`src/rtl/mix_pipe.sv`:
```
// mix_pipe: elastic DEPTH-stage pipeline carrying data, sum/carry and sel to a muxed output.
// Define MIX_PIPE_SAT_EN to make the add saturate to all-ones on carry.
module mix_pipe #(
  parameter int WIDTH = 8,
  parameter int DEPTH = 2,
  parameter int CNT_W = 8
) (
  input  logic             clk,
  input  logic             rst,
  input  logic             clr,
  input  logic             in_valid,
  output logic             in_ready,
  input  logic [WIDTH-1:0] data_in,
  input  logic [WIDTH-1:0] comb_in,
  input  logic [WIDTH-1:0] comb_add,
  input  logic             sel,
  output logic             out_valid,
  input  logic             out_ready,
  output logic [WIDTH-1:0] data_out,
  output logic [WIDTH-1:0] comb_out,
  output logic             c,
  output logic [WIDTH-1:0] out,
  output logic [CNT_W-1:0] beat_cnt
);

  localparam int LAST = DEPTH - 1;

  logic [DEPTH-1:0] v;
  logic [DEPTH-1:0] adv;
  logic [DEPTH-1:0] carry_q;
  logic [DEPTH-1:0] sel_q;
  logic [WIDTH-1:0] data_q [DEPTH];
  logic [WIDTH-1:0] sum_q  [DEPTH];
  logic [CNT_W-1:0] cnt;
  logic [WIDTH:0]   raw_sum;
  logic [WIDTH-1:0] sum_next;
  logic             accept;

  // Advance ripples back from the output, so empty stages collapse while the output is stalled.
  always_comb begin
    logic go;
    go = !v[LAST] || out_ready;
    adv = '0;
    adv[LAST] = go;
    for (int k = DEPTH - 2; k >= 0; k--) begin
      go = !v[k] || go;
      adv[k] = go;
    end
  end

  assign in_ready = adv[0] && !rst;
  assign accept   = in_valid && in_ready;

  always_comb begin
    raw_sum = {1'b0, comb_in} + {1'b0, comb_add};
`ifdef MIX_PIPE_SAT_EN
    sum_next = raw_sum[WIDTH] ? '1 : raw_sum[WIDTH-1:0];
`else
    sum_next = raw_sum[WIDTH-1:0];
`endif
  end

  // Valid bits and counter; clr empties the pipe but leaves payload untouched.
  always_ff @(posedge clk or posedge rst) begin
    if (rst) begin
      v   <= '0;
      cnt <= '0;
    end else if (clr) begin
      v   <= '0;
      cnt <= '0;
    end else begin
      if (accept)
        cnt <= cnt + CNT_W'(1);
      for (int k = LAST; k >= 1; k--) begin
        if (adv[k])
          v[k] <= v[k-1];
      end
      if (adv[0])
        v[0] <= in_valid;
    end
  end

  always_ff @(posedge clk or posedge rst) begin
    if (rst) begin
      carry_q <= '0;
      sel_q   <= '0;
      for (int k = 0; k < DEPTH; k++) begin
        data_q[k] <= '0;
        sum_q[k]  <= '0;
      end
    end else begin
      if (adv[0] && in_valid) begin
        data_q[0]  <= data_in;
        sum_q[0]   <= sum_next;
        carry_q[0] <= raw_sum[WIDTH];
        sel_q[0]   <= sel;
      end
      for (int k = 1; k < DEPTH; k++) begin
        if (adv[k] && v[k-1]) begin
          data_q[k]  <= data_q[k-1];
          sum_q[k]   <= sum_q[k-1];
          carry_q[k] <= carry_q[k-1];
          sel_q[k]   <= sel_q[k-1];
        end
      end
    end
  end

  assign out_valid = v[LAST];
  assign data_out  = data_q[LAST];
  assign comb_out  = sum_q[LAST];
  assign c         = carry_q[LAST];
  assign out       = sel_q[LAST] ? sum_q[LAST] : data_q[LAST];
  assign beat_cnt  = cnt;

endmodule
```
`config.mk`:
```
export PLATFORM = sky130hd
export DESIGN_NAME = mix_pipe
export DESIGN_NICKNAME = d
export VERILOG_FILES = /design/src/rtl/mix_pipe.sv
export SDC_FILE = /design/constraint.sdc
export NUM_CORES = 1
export LEC_CHECK = 0
export CAP_MARGIN = 0
export CORE_MARGIN = 1
export CORE_UTILIZATION = 30
export CTS_CLUSTER_SIZE = 20
export DETAILED_ROUTE_END_ITERATION = 12
export GPL_TIMING_DRIVEN = 0
export PLACE_DENSITY = 0.63
export RECOVER_POWER = 25
export SLEW_MARGIN = 20
export SYNTH_ARGS = -nofsm -noshare
export SYNTH_HDL_FRONTEND = slang
export SYNTH_SLANG_ARGS = --single-unit
```
`constraint.sdc`:
```
create_clock -name clk -period 7.66 [get_ports clk]
set_input_delay 2.298 -clock clk [delete_from_list [all_inputs] [get_ports clk]]
set_output_delay 2.298 -clock clk [all_outputs]
set_load 0.01 [all_outputs]
```
==> key figures <==
Timing
  – Final Hold Viols: 0
  – Minimum clock period: 6.30 ns
  – Transition time of the tightest slew-check pin: ~1.8 ns
  – Setup violators final: 0
  – Post-Route Skew: between 0.005 and 0.006 ns
  – Slew margin rel.: -23.2%
  – Max Fclk: 0.159 GHz
  – Slew Limit Fails: 36
  – Fin Setup TNS: 0 ns
  – Final period utilization: between 80% and 90%
  – RSZ-0062 raised after global routing: no

Floorplanning
  – Core footprint: about 7700 um^2
  – Starting Density: 30.9%
  – Height of the die: a little over 90 um
  – I/O Pins: 65
  – Die footprint: between 8000 and 9000 um^2
  – Number of cell rows: 32
  – Die Width: between 90 and 100 um

Drt
  – WL/cell: between 10 and 15 um
  – Final wirelength: slightly below 5000 um
  – Vias: between 1500 and 2000
  – Final ANT Viol Nets: 0
  – Starting DRT DRC Count: 133
  – Via/cell ratio: 4.49
  – Drt first pass iters: 6
  – # DRC: 0

Setup path
  – Crit-path max cell delay: about 0.54 ns
  – Startpoint class of the critical path: primary input
  – CP arrival: roughly 4.0 ns
  – Worst-path cell with the longest stage delay: dlygate4sd3_1
  – Crit Path Category: primary input to output pin
  – CP Data Required Time: ~5.4 ns
  – Top delay family on crit path: buffers and inverters
  – Critical Path End Type: output pin
  – Crit path cell chain: dlygate4sd3_1 -> inv_1 -> and2_1 -> clkdlybuf4s50_1
  – Worst path bufs/invs: 3
  – Worst-path fanout max: 15

GRT
  – Initial antenna violation count: 0
  – Met3 usage: under 10%
  – First-pass GRT wire length: between 8000 and 9000 um
  – Largest net degree at the start of global routing: 36
  – Global route overflow: 0
  – GRT Total Usage: roughly 13%
  – Met1 Usage GRT: ~18%
  – Gr busiest metal: met2
  – Met2 Usage GRT: around 20%
  – Vias in the first global route: 1810

Layout
  – Commonest cells after routing, fill and taps aside: 63 x clkdlybuf4s50_1, 46 x dfrtp_1, 43 x nand2_1
  – Fin cells: around 400
  – Layout cells sized above 1: 19.2%
  – Area Overhead vs Synth: 36.1%
  – Fill count: between 700 and 800
  – Most common cell after layout, fill and taps aside: clkdlybuf4s50_1
  – N_diodes: 0
  – Fin nets: about 340

Synthesis
  – Top_reg_cell synth: dfrtp_1
  – Ys async rst share: 100%
  – Area share of xor/xnor cells in the synthesized design: around 1.5%
  – Top area cells in the synthesized netlist: dfrtp_1 48%, mux2_2 13%, nand2_1 6.8%
  – Synth Register Bits: 46
  – Complex-gate fraction of the synthesized area: about 10%
  – Simple-gate share of the synthesized area: 14.0%
  – Synth Instances: roughly 220
  – Syn avg cell area: ~11 um^2
  – Synth Area in Adders: between 5 and 6%
  – Largest family of logic cells by synthesized area: simple AND/OR/NAND/NOR gates
  – Synthesized area: 2390 um^2
  – Synth top area share: roughly half
  – Synth warn: 0
  – Post-synth net total: 264
  – Post-synth EDFFs: 0
  – Area leader, netlist: dfrtp_1
  – Sequential cell area fraction in the yosys report: 48.2%
  – Mux contribution to synthesized area: 13.1%
  – Unique masters post-synth: approximately 40

Run status
  – Failing checks: max-capacitance violations, max-slew violations
  – Outcome: finished with violations

Min path
  – Type of the worst min-delay path: flop to flop

Clock network
  – Post-CTS Setup Bufs: 0
  – H-tree depth: 2
  – Clock Tree Root: clkbuf_8
  – Clock Path Buffers: 2
  – Hold_buf cts: 0
  – Num Clock Sinks: between 40 and 50
  – TritonCTS clock tree: yes
  – Reg clk slew, reported paths: 0.08 ns
  – CTS resizes: 0
  – Worst skew pair latency: just under 0.3 ns
  – TritonCTS Buffers: 5

Placed design
  – HPWL Detailed: about 3700 um
  – Placed instance count: 391
  – Routability cong.: 0.725
  – Number of port buffers: 64

Pwr
  – Cell internal pwr: ~500 uW
  – Power per cell area: between 200 and 250 nW/um^2
  – Switching Share: approximately 27%
  – Sequential share of power: between 40 and 50%
  – Comb power frac: approximately a third
  – Clk pwr share: a little over a fifth
  – Worst VDD drop: between 0.08 and 0.09 mV
  – Leak: about 1.5 nW
  – Net Sw Power: 188 uW

Job
  – Max_cap viols: 1
## sequential cells by signal, summed over array words and instances, names as in the netlist
name      cells
sel_q         2
comb_out      8
carry_q       2
data_q        8
beat_cnt      8
sum_q         8
data_out      8
v             2
## worst min-delay path, stage by stage (launching register included)
cell and delay, ns:
dfrtp_1 0.35, nand2_1 0.05, nand2_1 0.05
## cell type report
cell class	instances	area [um^2]	area share (%)
Buffer	23	153	4.69
Clock buffer	7	86.3	2.65
Clock inverter	1	5.00	0.154
Inverter	8	30.0	0.923
Multi-Input combinational cell	147	1050	32.4
Sequential cell	46	1150	35.4
Tap cell	102	128	3.92
Timing Repair Buffer	65	644	19.8
## cell usage after synthesis, types with 2 or more instances
cell type  count
nand4_1        2
buf_4         17
o31ai_1        4
clkbuf_1       4
ha_1           9
dfrtp_1       46
o311ai_0       2
nand2_1       43
xor2_1         2
mux2_2        27
nor2_1         6
o21a_1         2
o21ai_0        6
buf_2          2
nor2b_1        2
and2_1         3
inv_1          8
xnor2_1        2
or3_1          3
o211ai_1       2
a21oi_1       10
nor4_1         2
or4_1          2
## kinds of logic (layout without fill, tap and decap cells)
group	Yosys count	count (layout)
simple gates	69	69
flops	46	46
compound gates	36	36
buf+inv	31	104
mux	28	28
fa+ha+maj	10	10
xor+xnor	4	4
## final timing paths
path / cells after the start / start / end / slack (ns)
worst max register to register: 4 / v[1] / comb_out[2] / 6.00
worst min register to register: 2 / sel_q[0] / sel_q[0] / 0.48
min in group asynchronous: 2 / rst / beat_cnt[5] / 2.50
worst min-delay path: 2 / sel_q[0] / sel_q[0] / 0.48
max in group asynchronous: 3 / rst / sum_q[8] / 3.05
worst max-delay path: 4 / rst / in_ready / 1.36
## through the flow
stage | util (%) | instance area (um^2) | total power, mW | hold slack (ns) | setup WS (ns)
after floorplan | - | 2390 | 0.433 | 0.442 | 1.72
after global placement | 40.9 | 3160 | 0.543 | 0.453 | 0.414
after detailed placement | 41.1 | 3180 | 0.549 | 0.464 | 1.63
after CTS | 42.3 | 3270 | 0.700 | 0.485 | 1.63
after global routing | 42.1 | 3250 | 0.732 | 0.504 | 1.24
final | 42.1 | 3250 | 0.690 | 0.479 | 1.36
## layer usage
layer	up-vias	routed length, um
met5	-	0
met3	4	167
met2	41	2290
met1	837	2440
met4	0	54
li1	908	-
## power groups by stage
stage               combinational, mW  sequential (mW)  clock (mW)
floorplan                       0.131            0.302           0
global placement                0.235            0.309           0
detailed placement              0.239            0.311           0
CTS                             0.240            0.305       0.155
global route                    0.255            0.311       0.167
finish                          0.235            0.305       0.150
No activity file was read; power rests on OpenSTA's default activity.
==> RTL change (same settings) <==
The option `MIX_PIPE_SAT_EN` is turned on by a define.
--- a/src/rtl/mix_pipe.sv
+++ b/src/rtl/mix_pipe.sv
@@ -1,5 +1,7 @@
 // mix_pipe: elastic DEPTH-stage pipeline carrying data, sum/carry and sel to a muxed output.
 // Define MIX_PIPE_SAT_EN to make the add saturate to all-ones on carry.
+`define MIX_PIPE_SAT_EN
+
 module mix_pipe #(
   parameter int WIDTH = 8,
   parameter int DEPTH = 2,
Formal check against the unedited RTL: not equivalent (a bounded check fails within 4 cycles, from zero or initial values and one cycle with rst high).
==> RTL change against the unedited design <==
Worst setup slack gained 0.22 ns. Power is 4.0% higher. Sequential cell count did not move. Register-to-register slack improved by 0.03 ns. Clock power rose by 20%. Routed wire length down 1.0%. Cell area increased by 0.15%. Synthesized area decreased by 0.21%. Core utilization rose by 0.28 points. Global-route usage is 0.23 points lower.
==> RTL change: results (changes against the unedited design) <==
Status
  – Status: completed (was finished, violations left)

Synthesis
  – Leading register cell type out of synthesis: dfrtp_1 (unchanged)
  – Distinct cells, synth: 40 (was 41)
  – Mux share of post-synthesis cell area: 12.7% (was 13.1%)
  – Post-Synth XOR/XNOR Area: 2.94% (was 1.47%)
  – Synth top cells by count: dfrtp_1 (46), nand2_1 (34), mux2_2 (26) (was dfrtp_1 (46), nand2_1 (43), mux2_2 (27))
  – Syn Nets: 260 (was 264)
  – Top cells by area, synth: dfrtp_1 (48%), mux2_2 (12%), buf_4 (5.4%) (was dfrtp_1 (48%), mux2_2 (13%), nand2_1 (6.8%))
  – Syn_area_per_cell: 10.8 sq um (was 10.7 sq um)
  – Synth Area in Compound Gates: 9.66% (was 9.95%)
  – Synth Area in Adders: 5.56% (was 5.55%)
  – Register area share after synthesis: 48.3% (was 48.2%)
  – Post-synth EDFFs: 0 (unchanged)

GRT
  – Vias in the first global route: 1827 (was 1810)
  – First-pass GRT wire length: 8400 um (was 8650 um)
  – Gr usage total: 12.6% (was 12.9%)
  – Maximum number of pins on one net before global-route repair: 29 (was 36)

Route
  – Drt first pass iters: 4 (was 6)
  – Vias per cell: 4.58 (was 4.49)
  – Starting DRT DRC Count: 69 (was 133)
  – Wire length per cell: 12.5 um (was 12.4 um)

Timing
  – Slew Limit Headroom: 28.8% (was -23.2%)
  – Final clock skew: 0.00573 ns (was 0.00592 ns)

Clocking
  – Max Buffers Root-to-Sink: 2 (unchanged)
  – CTS resizes: 0 (unchanged)
  – CTS buffer count: 5 (unchanged)
  – CTS root buffer: clkbuf_8 (unchanged)

Finish
  – Final net count: 331 (was 336)
  – N_diodes: 0 (unchanged)
  – Layout cells sized above 1: 19.9% (was 19.2%)
  – Non-filler cells, final: 393 (was 399)
  – Fillers: 775 (was 766)

Power and ir drop
  – Leak: 1.39 nW (was 1.45 nW)
  – Peak VDD IR: 90.9 uV (was 87.9 uV)

Place
  – Buffers on Ports: 63 (was 64)
  – DPL Wire Length: 3790 um (was 3740 um)
  – GPL Wtd Cong: 0.661 (was 0.725)
  – Place WS: 1.65 ns (was 1.63 ns)

Critical path
  – Worst-path maximum fanout: 4 (was 15)
  – Arrival @ worst endpoint: 3.78 ns (was 4.00 ns)
RTL change: cell types whose count changed after synthesis, sizes merged, moves of 2 or more:
cell    delta
o211ai     -2
o31ai      -3
nor4       -2
nor2      +11
o22a       +5
or4        -2
xor2       +3
a21oi      -3
nand2      -9
o311ai     -2
RTL change: path summary, 6_finish.rpt:
| check | from | endpoint | slack, ns | cells past startpoint |
|---|---|---|---|---|
| hold / removal | data_q[9] | data_q[9] | 0.48 | 2 |
| max in group asynchronous | rst | data_out[2] | 3.36 | 3 |
| setup / recovery | out_ready | in_ready | 1.58 | 4 |
| min in group asynchronous | rst | beat_cnt[7] | 2.83 | 2 |
| setup reg to reg | v[1] | comb_out[0] | 6.03 | 4 |
| hold reg to reg | data_q[9] | data_q[9] | 0.48 | 2 |
RTL change: routing by layer:
layer / vias to the layer above / wire length (um) / GRT usage, %
li1: 879 / - / -
met1: 870 / 2200 / 15.6
met2: 44 / 2380 / 21.8
met3: 5 / 280 / 3.69
met4: 0 / 29 / 2.78
met5: - / 0 / 0
RTL change: where the power goes:
part           internal (mW)  switching, mW  total [mW]
Combinational          0.149         0.0851       0.234
Clock                  0.104         0.0758       0.180
Sequential             0.278         0.0246       0.303
Total                  0.532          0.186       0.718
RTL change: through the flow:
stage / instance area (sq um) / utilization, % / hold WS (ns)
after global routing: 3260 / 42.4 / 0.507
after CTS: 3280 / 42.7 / 0.481
after global placement: 3140 / 40.9 / 0.455
final: 3260 / 42.4 / 0.478
after floorplan: 2380 / - / 0.442
after detailed placement: 3170 / 41.2 / 0.463
RTL change: kinds of logic (layout without fill, tap and decap cells):
kind of cell / Yosys count / in the layout
fa+ha+maj: 10 / 10
buf+inv: 29 / 100
flops: 46 / 46
compound gates: 33 / 33
mux: 27 / 27
simple gates: 67 / 67
xor+xnor: 8 / 8
RTL change: layout make-up:
class                           count  area share, %
Sequential cell                    46           35.3
Multi-Input combinational cell    145           32.4
Timing Repair Buffer               64           19.5
Buffer                             22           4.57
Tap cell                          102           3.92
Clock buffer                        6           2.54
Clock inverter                      1          0.922
Inverter                            7          0.807
RTL change: critical path: stages:
cell,delay (ns)
dlygate4sd3_1,0.60
and3b_1,0.25
nor2_1,0.10
clkdlybuf4s50_1,0.54
